`src/rtl/addsub_pkg.sv`:
```
// Shared types and constants for the pipelined add/subtract/accumulate unit.
package addsub_pkg;

   // Operation encoding presented on the op port.
   typedef enum logic [1:0] {
      OP_SUB      = 2'b00,
      OP_ADD      = 2'b01,
      OP_ACC_ADD  = 2'b10,
      OP_ACC_LOAD = 2'b11
   } op_t;

   // Widest operand supported; sat_max returns a value this many bits plus one.
   localparam int MAX_WIDTH = 32;

   // All-ones constant of the given width, right-aligned in MAX_WIDTH+1 bits.
   // A width of MAX_WIDTH+1 shifts the one out completely, so the subtraction
   // still yields the full all-ones word.
   function automatic logic [MAX_WIDTH:0] sat_max(input int width);
      return (33'd1 << width) - 33'd1;
   endfunction

endpackage

```
`src/rtl/addsub_pipe_stage.sv`:
```
// One delay stage of the result pipeline: carries valid, result and overflow
// forward whenever the whole pipeline advances.
module addsub_pipe_stage
   import addsub_pkg::*;
#(
   parameter int WIDTH = 8
) (
   input  logic             clk,
   input  logic             rst_n,
   input  logic             i_advance,
   input  logic             i_valid,
   input  logic [WIDTH:0]   i_result,
   input  logic             i_overflow,
   output logic             o_valid,
   output logic [WIDTH:0]   o_result,
   output logic             o_overflow
);

   logic             r_valid;
   logic [WIDTH:0]   r_result;
   logic             r_overflow;

   // Shift the previous stage in on advance, otherwise hold (bubbles included).
   always_ff @(posedge clk or negedge rst_n) begin
      if (!rst_n) begin
         // NOTE: non-blocking assignments here so every stage samples the
         // pre-edge value of its neighbour, independent of evaluation order.
         r_valid    <= 1'b0;
         r_result   <= '0;
         r_overflow <= 1'b0;
      end else if (i_advance) begin
         r_valid    <= i_valid;
         r_result   <= i_result;
         r_overflow <= i_overflow;
      end
   end

   assign o_valid    = r_valid;
   assign o_result   = r_result;
   assign o_overflow = r_overflow;

endmodule

```
`src/rtl/addsub_pipe.sv`:
```
// Pipelined add / subtract / accumulate unit with valid-ready handshakes.
// All arithmetic happens in stage 0 at acceptance; LATENCY-1 delay stages
// follow. The whole pipeline stalls together when the consumer holds off.
module addsub_pipe
   import addsub_pkg::*;
#(
   parameter int WIDTH   = 8,
   parameter int LATENCY = 1
) (
   input  logic             clk,
   input  logic             rst_n,
   input  logic             in_valid,
   output logic             in_ready,
   input  logic [WIDTH-1:0] dataa,
   input  logic [WIDTH-1:0] datab,
   input  logic [1:0]       op,
   input  logic             sat,
   output logic             out_valid,
   input  logic             out_ready,
   output logic [WIDTH:0]   result,
   output logic             overflow
);

   localparam logic [MAX_WIDTH:0] L_ONES_W  = sat_max(WIDTH);
   localparam logic [MAX_WIDTH:0] L_ONES_W1 = sat_max(WIDTH + 1);

   logic             w_advance;
   logic             w_accept;
   op_t              w_op;
   logic [WIDTH:0]   w_sum;
   logic [WIDTH:0]   w_diff;
   logic [WIDTH+1:0] w_acc_sum;
   logic [WIDTH:0]   w_next_result;
   logic             w_next_overflow;
   logic [WIDTH:0]   w_next_acc;

   logic             r_s0_valid;
   logic [WIDTH:0]   r_s0_result;
   logic             r_s0_overflow;
   logic [WIDTH:0]   r_acc;

   logic             w_valid    [LATENCY];
   logic [WIDTH:0]   w_result   [LATENCY];
   logic             w_overflow [LATENCY];

   // The pipeline moves whenever the output slot is empty or being drained.
   assign w_advance = out_ready || !out_valid;
   assign in_ready  = w_advance;
   assign w_accept  = in_valid && w_advance;
   assign w_op      = op_t'(op);

   assign w_sum     = {1'b0, dataa} + {1'b0, datab};
   assign w_diff    = {1'b0, dataa} - {1'b0, datab};
   assign w_acc_sum = {1'b0, r_acc} + {2'b00, dataa};

   // Select this beat's result, overflow flag and next accumulator value.
   always_comb begin
      // NOTE: defaults first so every path assigns every output and no latch
      // is inferred when a case arm leaves a signal untouched.
      w_next_result   = '0;
      w_next_overflow = 1'b0;
      w_next_acc      = r_acc;
      case (w_op)
         OP_ADD: begin
            w_next_overflow = w_sum[WIDTH];
            w_next_result   = (sat && w_sum[WIDTH]) ? L_ONES_W[WIDTH:0] : w_sum;
         end
         OP_SUB: begin
            w_next_overflow = w_diff[WIDTH];
            w_next_result   = (sat && w_diff[WIDTH]) ? '0 : w_diff;
         end
         OP_ACC_ADD: begin
            w_next_overflow = w_acc_sum[WIDTH+1];
            w_next_acc      = (sat && w_acc_sum[WIDTH+1]) ? L_ONES_W1[WIDTH:0]
                                                          : w_acc_sum[WIDTH:0];
            w_next_result   = w_next_acc;
         end
         OP_ACC_LOAD: begin
            w_next_acc    = {1'b0, dataa};
            w_next_result = {1'b0, dataa};
         end
         default: begin
            w_next_result = '0;
         end
      endcase
   end

   // Compute stage: valid follows in_valid on advance, data loads on accept.
   always_ff @(posedge clk or negedge rst_n) begin
      if (!rst_n) begin
         r_s0_valid    <= 1'b0;
         r_s0_result   <= '0;
         r_s0_overflow <= 1'b0;
      end else begin
         if (w_advance) begin
            r_s0_valid <= in_valid;
         end
         if (w_accept) begin
            r_s0_result   <= w_next_result;
            r_s0_overflow <= w_next_overflow;
         end
      end
   end

   // Accumulator changes only on an accepted beat, so stalled ACC ops are inert.
   always_ff @(posedge clk or negedge rst_n) begin
      if (!rst_n) begin
         r_acc <= '0;
      end else if (w_accept) begin
         r_acc <= w_next_acc;
      end
   end

   assign w_valid[0]    = r_s0_valid;
   assign w_result[0]   = r_s0_result;
   assign w_overflow[0] = r_s0_overflow;

   for (genvar g = 1; g < LATENCY; g++) begin : g_stage
      addsub_pipe_stage #(
         .WIDTH (WIDTH)
      ) u_stage (
         .clk        (clk),
         .rst_n      (rst_n),
         .i_advance  (w_advance),
         .i_valid    (w_valid[g-1]),
         .i_result   (w_result[g-1]),
         .i_overflow (w_overflow[g-1]),
         .o_valid    (w_valid[g]),
         .o_result   (w_result[g]),
         .o_overflow (w_overflow[g])
      );
   end

   assign out_valid = w_valid[LATENCY-1];
   assign result    = w_result[LATENCY-1];
   assign overflow  = w_overflow[LATENCY-1];

endmodule

```
`config.mk`:
```
export PLATFORM = sky130hd
export DESIGN_NAME = addsub_pipe
export DESIGN_NICKNAME = d
export VERILOG_FILES = /design/src/rtl/addsub_pkg.sv /design/src/rtl/addsub_pipe_stage.sv /design/src/rtl/addsub_pipe.sv
export SDC_FILE = /design/constraint.sdc
export NUM_CORES = 1
export LEC_CHECK = 0
export CORE_UTILIZATION = 55
export DETAILED_ROUTE_END_ITERATION = 12
export GPL_ROUTABILITY_DRIVEN = 0
export PLACE_DENSITY_LB_ADDON = 0.05
export SLEW_MARGIN = 10
export SYNTH_ARGS = -nofsm -noshare
export SYNTH_HDL_FRONTEND = slang
export SYNTH_SLANG_ARGS = --single-unit
```
`constraint.sdc`:
```
create_clock -name clk -period 2.7 [get_ports clk]
set_input_delay 0.54 -clock clk [delete_from_list [all_inputs] [get_ports clk]]
set_output_delay 0.54 -clock clk [all_outputs]
set_load 0.005 [all_outputs]
```
==> impl_metrics.json <==
{
  "grt_pass1_vias": 2642,
  "synth-edff-count": 0,
  "ys_seq_area_frac": 0.2204,
  "yosys_warnings": 0,
  "combPwrFrac": 0.613,
  "dp.final_hpwl_um": 5787,
  "p_switching_mw": 0.7363,
  "worst_slew_pin_slew_ns": 0.5923,
  "core_area_um2": 3799,
  "wl_um": 8315,
  "drt_first_pass_iters": 5,
  "globalRoute.totalOverflow": 0,
  "place_ws_ns": -0.3690,
  "ys.flop_type": "dfrtp_1",
  "skew_ns": 0.004980,
  "yosysTopAreaCell": "dfrtp_1",
  "path_class": "primary input to register",
  "crit_path_end_kind": "register",
  "areaGrowthSynthToFinish_pct": 47.55,
  "root_buffer": "clkbuf_8",
  "row_count": 22,
  "drt.antenna.violating_nets": 0,
  "drc_errors": 0,
  "post_route_cells_drive_above_1_share": 0.2545,
  "clock-sinks": 20,
  "finalMaxSlewViolations": 0,
  "netlist_area_um2": 2271,
  "final_hold_viol_count": 0,
  "hp-class": "register to register",
  "crit_fanout": 6,
  "synth_nets": 340,
  "fin_crit_sh": 1.005,
  "arrival_ns": 2.90,
  "cts_tree": "yes",
  "path_clk_slew_ns": 0.09,
  "ys_ff_latch": 20,
  "die_h_um": 66.26,
  "ios": 35,
  "clock_latency_ns": 0.28,
  "io_buffers": 34,
  "synth.avg_cell_area_um2": 7.831,
  "sw_frac_of_total": 0.4102,
  "setup.worst_path.start_class": "primary input",
  "relSlewSlack": 0.6042,
  "via_count": 2819,
  "synthTopCellsByCount": "nand2_1, nor2_1, o21ai_0",
  "grt_max_degree": 21,
  "synth_top_area_share": 0.2204,
  "powerDensity_nw_per_um2": 535.7,
  "fin_util": 0.8821,
  "power_frac_seq": 0.244,
  "num_antenna_cells": 0,
  "p_int_mw": 1.059,
  "antenna_found_initial": 0,
  "setup_violations": 3,
  "irDropWorstVdd_uv": 523.3,
  "status": "finished, violations left",
  "wire_per_inst_um": 19.03,
  "start_util": 0.5978,
  "period_minus_slack_ns": 2.714,
  "drtIter0Drc": 354,
  "violations": "negative setup slack",
  "async_flop_share": 1.000,
  "leakage_nw": 1.570,
  "synthCells": 290,
  "htreeDepth": 1,
  "clkPwrFrac": 0.142,
  "cts_buffers": 3,
  "viasPerCell": 6.451,
  "max_freq_ghz": 0.3684,
  "finalNetCount": 440,
  "grt_pass1_wl_um": 12120,
  "cts_max_path_buffers": 2,
  "die_x_um": 66.26,
  "cap_viol_max_count": 0,
  "die_area_um2": 4390,
  "ys_top_cells_by_area": "dfrtp_1, ha_1, o21ai_0",
  "post-route-worst-setup-slack_ns": -0.01410,
  "nFillCells": 216,
  "grt.total_usage": 0.3710,
  "required_ns": 2.88,
  "yosysUniqueCellTypes": 49
}
power groups by stage:
stage	registers (mW)	clock network, mW	logic (mW)
final	0.439	0.256	1.10
after global routing	0.446	0.261	1.19
after CTS	0.426	0.247	0.989
after detailed placement	0.432	0	0.971
after global placement	0.430	0	0.933
after floorplan	0.425	0	0.542
final cells by class:
type	count	area (µm²)	share of cell area
well taps	48	60.06	0.01792
multi-input cells	236	1767	0.5273
clock buffers	4	55.05	0.01643
repair buffers	104	874.6	0.2610
flip-flops and latches	20	500.5	0.1494
inverters	25	93.84	0.02801
flip-flops by register name, summed over array words and instances, names as in the netlist:
name	flops
result	9
r_acc	9
out_valid	1
overflow	1
critical path, cell delays in order:
cell	delay, ns
clkdlybuf4s50_1	0.50
inv_1	0.06
ha_1	0.28
buf_4	0.14
buf_4	0.14
a221oi_4	0.29
o22ai_4	0.16
o311ai_4	0.43
o21ai_0	0.13
o21ai_0	0.22
logic make-up (layout without fill, tap and decap cells):
| group | count (synthesis) | in the layout | share of synthesized area |
|---|---|---|---|
| flops | 20 | 20 | 0.2204 |
| xor+xnor | 9 | 9 | 0.03471 |
| simple gates | 98 | 98 | 0.2044 |
| compound gates | 97 | 97 | 0.2981 |
| buf+inv | 34 | 133 | 0.06170 |
| fa+ha+maj | 27 | 27 | 0.1587 |
| mux | 5 | 5 | 0.02204 |
per-stage QoR:
stage	instances	power [mW]	area, µm²	setup TNS (ns)	hold WS, ns
2_1_floorplan	290	0.9672	2271	0	0.2444
4_1_cts	435	1.662	3209	0	0.5054
3_5_place_dp	431	1.403	3136	-4.467	0.4845
5_1_grt	437	1.894	3351	-0.7097	0.5226
6_report	437	1.795	3351	-0.03054	0.5053
3_3_place_gp	431	1.364	3136	-3.442	0.4648
cells in the final DEF (no fill, tap or decap), drive strengths merged, types with 4 or more instances in the layout:
master / n
nor3: 11
a211oi: 5
nor2: 30
clkbuf: 4
dfrtp: 20
o21ai: 32
ha: 24
inv: 25
mux2i: 5
o21a: 4
a31oi: 5
a311oi: 5
dlymetal6s2s: 4
nor2b: 4
clkdlybuf4s50: 29
a21o: 4
xnor2: 7
a21oi: 16
a221oi: 6
nand2b: 8
nand2: 30
buf: 70
o31ai: 5
path summary, 6_finish.rpt:
check                           startpoint         to  slack [ns]  cells past startpoint
min in group asynchronous            rst_n   r_acc[6]        0.60                      2
worst max register to register    r_acc[2]  result[1]        0.36                      8
worst max-delay path              datab[4]  result[1]       -0.01                     10
worst min register to register    r_acc[7]   r_acc[7]        0.51                      2
max in group asynchronous            rst_n  result[4]        1.87                      2
worst min-delay path              r_acc[7]   r_acc[7]        0.51                      2
what timing repair did:
item,in CTS,in global routing
buffers inserted,0,2
pin swaps,6,8
gates resized for setup,7,19
endpoints found under the setup margin,12,13
hold buffers,0,0
routing by layer:
layer	wire [µm]	global-route usage	up-vias	share of wire
met5	0	0	-	0
met4	361	0.1569	0	0.043
met2	4116	0.6722	199	0.50
met3	668	0.03793	49	0.080
li1	-	-	1256	-
met1	3168	0.4390	1315	0.38
Power figures use the tool's default switching activity.
